### src/rtl/state_reg_arbiter.sv
// state_reg_arbiter: round-robin write arbiter that owns a single shared state
// register. One requester is granted per two-cycle write slot. The winner's data
// is latched into reg_q, and a one-cycle one-hot grant is returned.
//
// Ports
//   clk       in   clock, rising edge
//   rst       in   synchronous active-high reset
//   req       in   [NUM_REQ]         request, bit i = requester i
//   req_data  in   [NUM_REQ*DATA_W]  requester i data at [i*DATA_W +: DATA_W]
//   gnt       out  [NUM_REQ]         registered one-hot grant, one cycle per write
//   gnt_id    out  [IDW]             index of the most recent grantee
//   reg_q     out  [DATA_W]          shared register contents
//   busy      out  1                 high in the ACK cycle (requests not sampled)
//   wr_count  out  [16]              completed writes, wraps 0xFFFF -> 0x0000
module state_reg_arbiter #(
    parameter int unsigned          NUM_REQ = 4,
    parameter int unsigned          DATA_W  = 8,
    parameter logic [DATA_W-1:0]    RST_VAL = '0,
    localparam int unsigned         IDW     = $clog2(NUM_REQ)
) (
    input  logic                        clk,
    input  logic                        rst,
    input  logic [NUM_REQ-1:0]          req,
    input  logic [NUM_REQ*DATA_W-1:0]   req_data,
    output logic [NUM_REQ-1:0]          gnt,
    output logic [IDW-1:0]              gnt_id,
    output logic [DATA_W-1:0]           reg_q,
    output logic                        busy,
    output logic [15:0]                 wr_count
);

    localparam int unsigned CNT_W = 16;
    // One extra bit so ptr + offset can be formed before wrapping.
    localparam int unsigned CW    = IDW + 1;

    typedef enum logic {
        IDLE = 1'b0,
        ACK  = 1'b1
    } state_t;

    state_t              state_q, state_d;
    logic [IDW-1:0]      ptr_q, ptr_d;
    logic [NUM_REQ-1:0]  gnt_d;
    logic [IDW-1:0]      gnt_id_d;
    logic [DATA_W-1:0]   reg_d;
    logic [CNT_W-1:0]    cnt_q, cnt_d;

    logic                win_found;
    logic [IDW-1:0]      win_idx;
    logic [CW-1:0]       cand;
    logic [DATA_W-1:0]   win_data;
    logic [IDW-1:0]      win_next;

    // Round-robin search: first set req bit at or above ptr, wrapping to 0.
    always_comb begin
        win_found = 1'b0;
        win_idx   = '0;
        cand      = '0;
        for (int off = 0; off < int'(NUM_REQ); off++) begin
            cand = {1'b0, ptr_q} + CW'(off);
            if (cand >= CW'(NUM_REQ)) begin
                cand = cand - CW'(NUM_REQ);
            end
            if (!win_found && req[cand[IDW-1:0]]) begin
                win_found = 1'b1;
                win_idx   = cand[IDW-1:0];
            end
        end
    end

    // Winner's data word and the pointer value that demotes the winner.
    always_comb begin
        win_data = req_data[32'(win_idx) * DATA_W +: DATA_W];
        win_next = (win_idx == IDW'(NUM_REQ - 1)) ? '0 : win_idx + IDW'(1);
    end

    // Next-state and next-output logic; every register holds by default.
    always_comb begin
        state_d  = state_q;
        gnt_d    = '0;
        gnt_id_d = gnt_id;
        reg_d    = reg_q;
        ptr_d    = ptr_q;
        cnt_d    = cnt_q;
        case (state_q)
            IDLE: begin
                if (win_found) begin
                    state_d  = ACK;
                    gnt_d    = NUM_REQ'(1) << win_idx;
                    gnt_id_d = win_idx;
                    reg_d    = win_data;
                    ptr_d    = win_next;
                    cnt_d    = cnt_q + CNT_W'(1);
                end
            end
            ACK: begin
                state_d = IDLE;
            end
        endcase
    end

    // State and output registers.
    always_ff @(posedge clk) begin
        if (rst) begin
            state_q <= IDLE;
            gnt     <= '0;
            gnt_id  <= '0;
            reg_q   <= RST_VAL;
            ptr_q   <= '0;
            cnt_q   <= '0;
        end else begin
            state_q <= state_d;
            gnt     <= gnt_d;
            gnt_id  <= gnt_id_d;
            reg_q   <= reg_d;
            ptr_q   <= ptr_d;
            cnt_q   <= cnt_d;
        end
    end

    assign busy     = (state_q == ACK);
    assign wr_count = cnt_q;

    // Grant sanity: at most one bit, never two cycles in a row, only in ACK.
    a_gnt_onehot: assert property (@(posedge clk) disable iff (rst) $onehot0(gnt));
    a_gnt_no_b2b: assert property (@(posedge clk) disable iff (rst) (|gnt) |=> (gnt == '0));
    a_gnt_busy:   assert property (@(posedge clk) disable iff (rst) ((|gnt) == busy));

endmodule

### config.mk
export PLATFORM = sky130hd
export DESIGN_NAME = state_reg_arbiter
export DESIGN_NICKNAME = d
export VERILOG_FILES = /design/src/rtl/state_reg_arbiter.sv
export SDC_FILE = /design/constraint.sdc
export NUM_CORES = 1
export LEC_CHECK = 0
export BUFFER_PORTS_ARGS = -buffer_cell sky130_fd_sc_hd__buf_4
export CAP_MARGIN = 20
export CORE_MARGIN = 2
export CORE_UTILIZATION = 35
export CTS_CLUSTER_DIAMETER = 100
export DETAILED_ROUTE_END_ITERATION = 8
export GPL_TIMING_DRIVEN = 0
export PLACE_DENSITY = 0.66
export SETUP_SLACK_MARGIN = 0.05
export SYNTH_ARGS = -nofsm -noshare
export SYNTH_HDL_FRONTEND = slang
export SYNTH_SLANG_ARGS = --single-unit
### constraint.sdc
create_clock -name clk -period 1.4 [get_ports clk]
set_input_delay 0.07 -clock clk [delete_from_list [all_inputs] [get_ports clk]]
set_output_delay 0.07 -clock clk [all_outputs]
set_load 0.05 [all_outputs]
# After elaboration in Yosys (flattened, before gate mapping)
# Cells that the tools add are included.
[word_totals] register_bits=33 inputBits=38 output_inout_bits=31 elab_cells=59
[classes] addsub=9 magnitude_cmp=8 n_eq_ne=1 shifts=2 mux=23 bitwise=2 n_reduce_logical=8
[op_table] cell="indexed part select 32 x 6 -> 8 bit" n=1
[op_table] cell="2-to-1 mux 2 bit" n=9
[op_table] cell="adder 16 x 1 -> 16 bit (second input constant)" n=1
[op_table] cell="< comparator 2 x 3 -> 1 bit (second input constant)" n=4
[op_table] cell=">= comparator 3 bit (second input constant)" n=3
[op_table] cell="2-to-1 mux 1 bit" n=9
[op_table] cell="binary-select mux 1 bit (select 2 bit)" n=4
[op_table] cell="subtractor 2 x 1 -> 2 bit (second input constant)" n=4
[op_table] cell="adder 2 x 2 -> 3 bit (second input constant)" n=2
[op_table] cell="left shift 1 x 2 -> 4 bit (first input constant)" n=1
[op_table] cell="adder 2 x 1 -> 3 bit (second input constant)" n=1
[op_table] cell=">= comparator 2 x 3 -> 1 bit (second input constant)" n=1
[op_table] cell="logical AND 1 bit" n=3
[op_table] cell="zero test 1 bit" n=3
[op_table] cell="OR reduction 3 bit" n=1
[op_table] cell="adder 2 x 1 -> 2 bit (second input constant)" n=1
[op_table] cell="== test 2 bit (second input constant)" n=1
[op_table] cell="inverter 1 bit" n=2
[op_table] cell="one-hot mux 1 bit (2 select lines)" n=1
[op_table] cell="AND reduction 2 bit" n=1

# Depth between registers and ports, before layout
# Gate-level depths: netlist (run 1).
[logic_depth] depth_word=16 ltp_mapped=6 mapped_depth_nobuf=5

# Worst setup path after synthesis (run 1)
# No wires, ideal clock.
[synth_timing] kind="reg-to-reg" from="register cnt_q[1], in the netlist wr_count[1]" to="register cnt_q[6], in the netlist wr_count[6]" setup_ns=0.128 t_arrival_ns=1.560 required_time_ns=1.272 path_slack_ns=-0.288 stages_incl_launch_ff=6 n_path_buf=0 period_less_slack_ns=1.688 path_cell_list="dfxtp_1 -> ha_1 -> nor4bb_4 -> nand4_1 -> xor2_1 -> nor2_1"
[synth_between] elab_chain_cells=1
[synth_lines] element="start, declared" line_no="46" text="logic [CNT_W-1:0] cnt_q, cnt_d;"
[synth_lines] element="start signal, assigned" line_no="117" text="cnt_q <= cnt_d;"
[synth_lines] element="adder 16 x 1 -> 16 bit" line_no="93" text="cnt_d = cnt_q + CNT_W'(1);"
# No other way between the ends.
# A chain may end at the register's enable or synchronous reset.

# Worst setup path after layout (run 1)
[layout_timing] from="register ptr_q[0]" to="register reg_q[0]"
[layout_between] elab_chain_cells=15 word_cells_on_any_way=39 classes_between="7 x add/sub; 4 x order compare; 1 x shift; 20 x mux; 7 x reduce/logical"
[layout_lines] element="start, declared" line_no="42" text="logic [IDW-1:0] ptr_q, ptr_d;"
[layout_lines] element="start signal, assigned" line_no="116" text="ptr_q <= ptr_d;"
[layout_lines] element="branches (longest 15 deep; another with adder 2 x 1 -> 3 bit)"
[layout_lines] element="end signal, assigned" line_no="115" text="reg_q <= reg_d;"
[layout_lines] element="end, declared" line_no="27" text="output logic [DATA_W-1:0] reg_q,"
# Several ways; the timed one is not identified. The select of a mux whose other input is x is not followed.

==> results.toml, run 1 <==
[layout]
stdcell_area_sq_um = 2530
fin_nets = 284
fill_cells = 397
drive_gt1_frac = 0.541
syn2layout_area_growth_pct = 53.8
layout.cells.non_filler = 298
num_antenna_cells = 0

[synthesis]
async_flop_share = 0
yosysSeqAreaShare = 0.401
synth_edf_count = 0
syn_inst = 161
syn-mean-instance-area_sq_um = 10.2
synthFlopType = "dfxtp_1"
yosys_warnings = 0
synth_seq_cells = 33
yosys.cell_types.count = 39
synth_fp_nets = 200
syn_area_sq_um = 1650

[sta]
fin_crit_sh = 1.05
setup_violations = 10
clock_skew_ps = 6.47
worstMarginPinSlew_ps = 640
finalHoldViolCount = 0
period_needed_ps = 1460
slew_headroom = 0.573
fin_setup_tns_ps = -354
drv_slew = 0
fin_ws_ps = -64.1
whs_ps = 10.4
max_freq_ghz = 0.683
rsz0062_at_grt = "yes"

[clocking]
cts_hold_buf = 0
clock_latency_ps = 290
cts.path.max_buffers = 2
cts-buffers-inserted = 5
ctsHtreeMaxLevel = 2
clkTransAtPathRegs_ps = 70
cts_tree = "done"
clock-sinks = 33
cts_root_buffer = "clkbuf_8"

[detailed_routing]
first_pass_iters = 4
drc = 0
viasPerCell = 5.08
drtIter0Drc = 83
wirelength_mm = 4.26
ant_nets = 0
num_vias = 1513
routedWlPerCell_um = 14.3

[run_status]
status = "complete, but fails checks"
violations = "setup timing"

[floorplanning]
initial_core_util = 0.371
num_rows = 24
ioPinCount = 69
die_y_um = 72.6
die-area_sq_um = 5270
die_x_um = 72.6
core_area_sq_um = 4440

[power_and_ir_drop]
p_leak_nw = 1.10
irDropWorstVdd_v = 0.000439
pwr_density_cell_nw_per_um2 = 1070

[placed_design]
place_area_sq_um = 2270
dp_hpwl_mm = 2.96
dp.cells = 281
gp_congestion = 0.775
port_buffers = 68

[worst_setup_path]
cp-start-kind = "flop"
path_max_fanout = 5
critPathArrivalTime_ps = 1620
cp.required_ps = 1560
cpPeakStageDelay_ps = 320
worstSetupPathType = "flop to flop"
path_cells = "and2b_2 -> o21ai_2 -> o211ai_4 -> buf_6 -> mux2i_2 -> o221ai_1"
cp-end-kind = "flop"
cp_slowest_cell = "dfxtp_2"

[global_route]
grt_pass1_vias = 1442
grt_max_degree = 11
track_usage = 0.163
antenna_found_initial = 0
grt_pass1_wl_mm = 6.60
globalRoute.totalOverflow = 0

[run]
maxCapViolations = 0

[worst_hold_path]
hold_class = "input port to flop"
[registers in the layout (all words and copies together), names as in the netlist]
name	cells
reg_q	8
busy	1
ptr_q	2
wr_count	16
gnt_id	2
gnt	4
[worst max-delay path, delay by kind of cell, from the launching register on]
| kind | cells | cell delay, ps |
|---|---|---|
| and+or+nand+nor | 1 | 250 |
| buffers and inverters | 1 | 170 |
| muxes | 1 | 170 |
| DFF | 1 | 320 |
| AOI/OAI and AO/OA | 3 | 430 |
[per-stage QoR]
step	total power [mW]	setup slack, ps	utilization
finish	2.71	-64.1	0.570
global route	2.83	-161	0.570
CTS	2.68	-60.6	0.545
detailed placement	1.92	-145	0.511
global placement	1.92	-141	0.511
floorplan	1.65	44.8	-
[layout make-up]
class / instances / area (sq um) / share of cell area
Tap cell: 52 / 65.1 / 0.0257
Inverter: 1 / 3.75 / 0.00148
Multi-Input combinational cell: 120 / 1020 / 0.404
Buffer: 7 / 65.1 / 0.0257
Clock inverter: 2 / 10.0 / 0.00395
Clock buffer: 6 / 72.6 / 0.0286
Sequential cell: 33 / 699 / 0.276
Timing Repair Buffer: 77 / 593 / 0.234
[cell families (layout without fill, tap and decap cells)]
| logic type | Yosys count | count (layout) | share of synthesized area |
|---|---|---|---|
| flops | 33 | 33 | 0.401 |
| fa+ha+maj | 1 | 1 | 0.00759 |
| simple gates | 67 | 67 | 0.259 |
| xor+xnor | 16 | 16 | 0.0850 |
| buf+inv | 8 | 93 | 0.0395 |
| mux | 16 | 16 | 0.0972 |
| compound gates | 20 | 20 | 0.111 |
[Yosys cell counts (all sizes together), types with 3 or more instances]
| library cell | number | area, sq um |
|---|---|---|
| nand3b | 8 | 60.1 |
| nand3 | 5 | 25.0 |
| a21oi | 6 | 37.5 |
| mux2i | 16 | 160 |
| xor2 | 12 | 105 |
| or2 | 3 | 18.8 |
| xnor2 | 4 | 35.0 |
| buf | 4 | 50.1 |
| nor2 | 20 | 91.3 |
| nor4 | 3 | 33.8 |
| nand2 | 13 | 68.8 |
| nand4 | 3 | 18.8 |
| and3 | 3 | 18.8 |
| dfxtp | 33 | 661 |
| o221ai | 8 | 70.1 |
| clkbuf | 3 | 11.3 |
[layer usage]
layer  wire length [um]  GRT usage
met4                 72     0.0700
met2               1990      0.255
met1               1860      0.200
met5                  0          0
met3                333     0.0635
[path summary, 6_finish.rpt]
kind	from	endpoint	slack [ps]	cells after the start
worst min register to register	gnt_id[0]	gnt_id[0]	460	2
worst max-delay path	ptr_q[0]	reg_q[0]	-60	6
worst max register to register	ptr_q[0]	reg_q[0]	-60	6
worst min-delay path	rst	busy	10	2
[power by group]
group	switching (mW)	internal, mW
registers	0.0718	1.01
logic	0.524	0.400
clock network	0.362	0.345
total	0.959	1.75
[placed cells by master (no fill, tap or decap), drive strengths merged, types with 2 or more instances in the layout]
cell    count
or2         3
nand4       3
nand3       5
xor2       12
dfxtp      33
nor4        3
and2        2
and3        3
nand3b      8
and4        2
o221ai      8
nand2      13
clkbuf      9
xnor2       4
mux2i      16
a21oi       6
nor2       20
buf        81
clkinv      2
[timing repair]
item / CTS / global route
gates cloned: 2 / 0
resized for setup: 12 / 15
buffers inserted: 1 / 6
pin swaps: 6 / 11
setup endpoints to repair: 14 / 22
(Power assumes the default switching activity.)
==> run 2: changes to the inputs <==
--- a/config.mk
+++ b/config.mk
@@ -5,14 +5,14 @@
 export SDC_FILE = /design/constraint.sdc
 export NUM_CORES = 1
 export LEC_CHECK = 0
-export BUFFER_PORTS_ARGS = -buffer_cell sky130_fd_sc_hd__buf_4
-export CAP_MARGIN = 20
+export CAP_MARGIN = 0
 export CORE_MARGIN = 2
 export CORE_UTILIZATION = 35
 export CTS_CLUSTER_DIAMETER = 100
 export DETAILED_ROUTE_END_ITERATION = 8
+export DONT_BUFFER_PORTS = 1
 export GPL_TIMING_DRIVEN = 0
-export PLACE_DENSITY = 0.66
+export PLACE_DENSITY = 0.53
 export SETUP_SLACK_MARGIN = 0.05
 export SYNTH_ARGS = -nofsm -noshare
 export SYNTH_HDL_FRONTEND = slang
==> run 2 against run 1 <==
Compared with the run above: the run still ends with setup timing left; flip-flop and latch count unchanged; final cell count down 23%; via count down 16%; sequential share of layout area up 7.2 points; sequential power up 21%; wire length down 4.9%; register-to-register slack worse by 20 ps; core utilization down 11 points; clock skew down 2.4 ps.
==> results.toml, run 2 (synthesis gave the netlist of run 1 again) <==
[worst_hold_path]
whs_endpoint = "reg_q[4]"
hold_class = "input port to flop"
hold_start = "req_data[20]"
min_path_cells = 2

[layout]
stdcell_area_sq_um = 2050
multi_input_area_sq_um = 1020
num_antenna_cells = 0
fill_cells = 424
final_common_cell = "nor2_1"
layout_common_cells = "nor2_1, mux2i_1, dfxtp_1, xor2_1, dfxtp_4"
largest_reg_flops = 16
syn2layout_area_growth_pct = 24.2
fin_util = 0.461
fin_nets = 216
seqCellArea_sq_um = 712
layout.cells.non_filler = 230
drive_gt1_frac = 0.376

[global_route]
globalRoute.totalOverflow = 0
grt_pass1_vias = 1293
grt_max_degree = 11
grt_pass1_wl_mm = 6.43
track_usage = 0.160
antenna_found_initial = 0

[worst_setup_path]
critPathArrivalTime_ps = 1640
cp_slowest_cell = "dfxtp_4"
cp_top_family = "flip-flops"
cpPeakStageDelay_ps = 490
cp-end-kind = "flop"
cp.required_ps = 1560
reg2regPathDepth = 6
worstSetupPathType = "flop to flop"
path_buf_inv = 1
path_max_fanout = 6
cp-start-kind = "flop"
r2r_slack_ps = -80
worstReg2RegEnd = "wr_count[6]"
path_cells = "ha_4 -> nor4bb_4 -> buf_6 -> nand4_1 -> xor2_1 -> nor2_1"
r2r-start = "wr_count[0]"

[floorplanning]
initial_core_util = 0.371
die_y_um = 72.6
die-area_sq_um = 5270
core_area_sq_um = 4440
die_x_um = 72.6
ioPinCount = 69
num_rows = 24

[detailed_routing]
viasPerCell = 5.53
num_vias = 1271
drc = 0
wl_met2_mm = 2.08
wl_met1_mm = 1.71
drtIter0Drc = 22
met3WireLength_um = 210
first_pass_iters = 4
wirelength_mm = 4.05
routedWlPerCell_um = 17.6
ant_nets = 0
top_layer_used = "met4"

[sta]
worstMarginPinSlew_ps = 556
finalHoldViolCount = 0
whs_ps = 7.93
fin_ws_ps = -79.7
max_freq_ghz = 0.676
fin_setup_tns_ps = -728
slew_headroom = 0.629
fin_crit_sh = 1.06
drv_slew = 0
rsz0062_at_grt = "yes"
period_needed_ps = 1480
setup_violations = 16
clock_skew_ps = 4.10

[clocking]
cts_tree = "done"
cts-buffers-inserted = 5
clkTransAtPathRegs_ps = 70
cts.path.max_buffers = 2
clock_latency_ps = 280
clock-sinks = 33
cts_root_buffer = "clkbuf_8"
ctsHtreeMaxLevel = 2

[placed_design]
gp_congestion = 0.814
post-place-ws_ps = -139
dp.cells = 213
place_area_sq_um = 1760
port_buffers = 0
dp_hpwl_mm = 2.84

[power_and_ir_drop]
pwr_density_cell_nw_per_um2 = 1210
p_leak_nw = 0.766
finalPower_mw = 2.47
irDropWorstVdd_v = 0.000593

[run]
maxCapViolations = 0

[run_status]
status = "complete, but fails checks"
violations = "setup timing"
-- run 2: changes by cell type in the layout (fill, tap and decap cells not counted), moves of 3 or more --
cell / delta
dlygate4sd3_1: +3
buf_4: -70
nand2_2: +3
nand2_1: -3
dfxtp_4: +4
-- run 2: routing by layer --
metal / vias to the layer above / track usage
met5: - / 0
met4: 0 / 0.0556
met3: 5 / 0.0414
met2: 41 / 0.272
met1: 614 / 0.195
li1: 611 / -
-- run 2: how the worst max path moves through the flow --
stage          depth (start not counted)         from          end
4_1_cts                                6     ptr_q[0]     reg_q[7]
5_1_grt                                6     ptr_q[0]     reg_q[7]
2_1_floorplan                          6     ptr_q[0]     reg_q[0]
6_report                               6  wr_count[0]  wr_count[6]
3_5_place_dp                           6     ptr_q[0]     reg_q[5]
3_3_place_gp                           5  wr_count[0]  wr_count[6]
-- run 2: layout make-up --
| cell class | count | share of cell area |
|---|---|---|
| multi-input cells | 120 | 0.501 |
| flip-flops and latches | 33 | 0.348 |
| repair buffers | 9 | 0.0465 |
| clock buffers | 7 | 0.0373 |
| plain buffers | 7 | 0.0318 |
| well taps | 52 | 0.0318 |
| clock inverters | 1 | 0.00244 |
| inverters | 1 | 0.00183 |
-- run 2: worst reg2reg max path, stage by stage, from the launching register on --
cell and delay, ps:
dfxtp_4 490, ha_4 170, nor4bb_4 200, buf_6 180
nand4_1 120, xor2_1 160, nor2_1 50
-- run 2: power breakdown --
part           switching (mW)  internal [mW]  total [mW]  leakage (nW)
Combinational           0.243          0.239       0.482         0.443
Clock                   0.330          0.349       0.679        0.0422
Sequential              0.310           1.00        1.31         0.281
-- run 2: timing repair --
| item | in CTS | in global routing |
|---|---|---|
| endpoints found under the hold margin | 5 | 0 |
| pin swaps | 10 | 7 |
| gates resized for setup | 22 | 12 |
| setup endpoints to repair | 25 | 30 |
| hold buffers | 3 | 0 |
| buffers inserted | 2 | 2 |
| cloned | 2 | 0 |
==> run 3: changes to the inputs <==
--- a/config.mk
+++ b/config.mk
@@ -6,13 +6,15 @@
 export NUM_CORES = 1
 export LEC_CHECK = 0
 export CAP_MARGIN = 0
+export CELL_PAD_IN_SITES_DETAIL_PLACEMENT = 1
+export CELL_PAD_IN_SITES_GLOBAL_PLACEMENT = 1
 export CORE_MARGIN = 2
 export CORE_UTILIZATION = 35
 export CTS_CLUSTER_DIAMETER = 100
 export DETAILED_ROUTE_END_ITERATION = 8
 export DONT_BUFFER_PORTS = 1
 export GPL_TIMING_DRIVEN = 0
-export PLACE_DENSITY = 0.53
+export PLACE_DENSITY = 0.66
 export SETUP_SLACK_MARGIN = 0.05
 export SYNTH_ARGS = -nofsm -noshare
 export SYNTH_HDL_FRONTEND = slang
==> run 3 against run 2 <==
Compared with the run above: the flow finishes with violations (hold timing, setup timing); critical path depth did not move; non-clock buffer count rose by 6; first-iteration DRC count rose by 140%; fmax fell by 3.1%; sequential power barely moved; register-to-register slack got worse by 50 ps; hold slack got worse by 14 ps; die area did not move; critical path type unchanged; critical endpoint is now reg_q[6]; largest cell class unchanged.
==> results.toml, run 3 (synthesis gave the netlist of run 1 again) <==
[run_status]
status = "complete, but fails checks"
violations = "hold timing, setup timing"

[global_route]
grt_busiest_layer = "met2"
grt_max_degree = 11
grt_use_met1 = 0.213
globalRouteMet2Util = 0.307
antenna_found_initial = 0
gr-usage-met3 = 0.0470
grt_pass1_wl_mm = 7.19
globalRoute.totalOverflow = 0
track_usage = 0.176
grt_pass1_vias = 1403

[worst_setup_path]
worstSetupPathType = "flop to flop"
cp.depth = 6
reg2regPathDepth = 6
cp-end-kind = "flop"
critPathArrivalTime_ps = 1680
path_max_fanout = 5
path_cells = "and2b_2 -> o21ai_4 -> o211ai_4 -> buf_6 -> mux2i_2 -> o221ai_2"
r2r-start = "ptr_q[0]"
cp.required_ps = 1560
worstReg2RegEnd = "reg_q[6]"
cp-start-kind = "flop"
cpPeakStageDelay_ps = 320
cp_top_family = "compound AO/OA/AOI/OAI gates"
cp_slowest_cell = "dfxtp_2"
r2r_slack_ps = -130
path_buf_inv = 1

[worst_hold_path]
whs_endpoint = "reg_q[0]"
hold_start = "req_data[16]"
hold_class = "input port to flop"
min_path_cells = 2

[layout]
largest_reg_flops = 16
fill_cells = 479
fin_util = 0.505
final_common_cell = "nor2_1"
drive_gt1_frac = 0.511
fin_nets = 222
num_antenna_cells = 0
layout.cells.non_filler = 236
layout_common_cells = "nor2_1, dfxtp_1, dfxtp_4, buf_6, xor2_1"
syn2layout_area_growth_pct = 36.3

[placed_design]
post-place-ws_ps = -182
port_buffers = 0
gp_congestion = 0.773
dp.cells = 213
dp_hpwl_mm = 3.20

[clocking]
clkTransAtPathRegs_ps = 60
cts.path.max_buffers = 2
cts_root_buffer = "clkbuf_8"
ctsHtreeMaxLevel = 2
cts_tree = "done"
clock_latency_ps = 280
cts-buffers-inserted = 5
clock-sinks = 33

[sta]
fin_ws_ps = -128
drv_slew = 0
worstMarginPinSlew_ps = 656
slew_headroom = 0.562
fin_setup_tns_ps = -1320
setup_violations = 17
clock_skew_ps = 6.18
finalHoldViolCount = 1
period_needed_ps = 1530
rsz0062_at_grt = "yes"
whs_ps = -6.33
fin_crit_sh = 1.09
max_freq_ghz = 0.655

[detailed_routing]
viasPerCell = 5.64
ant_nets = 0
drc = 0
wirelength_mm = 4.71
routedWlPerCell_um = 20.0
num_vias = 1331
drtIter0Drc = 52
first_pass_iters = 4

[floorplanning]
ioPinCount = 69
num_rows = 24
die-area_sq_um = 5270
initial_core_util = 0.371
die_x_um = 72.6
core_area_sq_um = 4440
die_y_um = 72.6

[power_and_ir_drop]
finalPower_mw = 2.62
p_leak_nw = 0.810
pwr_density_cell_nw_per_um2 = 1160
irDropWorstVdd_v = 0.000465

[run]
maxCapViolations = 0
[run 3: cell types whose count changed in the layout (fill, tap and decap cells not counted), moves of 2 or more]
cell and change:
nand2_2 -2, mux2i_2 +8, o221ai_1 -8, o221ai_2 +8, mux2i_1 -9, buf_6 +6
[run 3: per-layer routing]
layer	wire (um)	part of all wire
met1	1910	0.41
met5	0	0
met2	2510	0.53
met4	68	0.014
met3	223	0.047
[run 3: worst max path at each step]
stage / from / end / slack, ps
floorplan: ptr_q[0] / reg_q[0] / 40
detailed placement: wr_count[0] / wr_count[12] / -180
global route: wr_count[0] / wr_count[6] / -190
finish: ptr_q[0] / reg_q[6] / -130
CTS: ptr_q[0] / reg_q[0] / -90
global placement: wr_count[0] / wr_count[6] / -120
[run 3: report_power, final]
group | internal (mW) | switching, mW | leakage, nW
clock | 0.353 | 0.321 | 0.0395
sequential | 1.00 | 0.315 | 0.281
combinational | 0.321 | 0.302 | 0.489
[run 3: area by class of cell]
type	count	area [sq um]	area share
Timing Repair Buffer	15	150	0.0669
Tap cell	52	65.1	0.0290
Buffer	7	65.1	0.0290
Clock buffer	8	80.1	0.0357
Multi-Input combinational cell	120	1170	0.521
Inverter	1	3.75	0.00167
Sequential cell	33	712	0.317
[run 3: per-stage QoR]
step | cell area, sq um | hold WS, ps
6_report | 2250 | -6.33
3_5_place_dp | 1760 | 153
5_1_grt | 2250 | 5.59
3_3_place_gp | 1760 | 152
4_1_cts | 1960 | 4.26
2_1_floorplan | 1700 | 147
[run 3: what timing repair did]
| action | CTS | global route |
|---|---|---|
| setup endpoints to repair | 28 | 29 |
| setup buffers | 2 | 8 |
| gates resized for setup | 20 | 49 |
| pin swaps | 15 | 20 |
| endpoints found under the hold margin | 3 | 2 |
| hold buffers | 1 | 2 |
| cloned | 2 | 0 |
[run 3: worst register-to-register path: cells and delay by family, from the launching register on]
| kind | cells | cell delay [ps] |
|---|---|---|
| AO/OA/AOI/OAI | 3 | 340 |
| buffers and inverters | 1 | 200 |
| flip-flops | 1 | 320 |
| multiplexers | 1 | 260 |
| AND/OR/NAND/NOR | 1 | 280 |
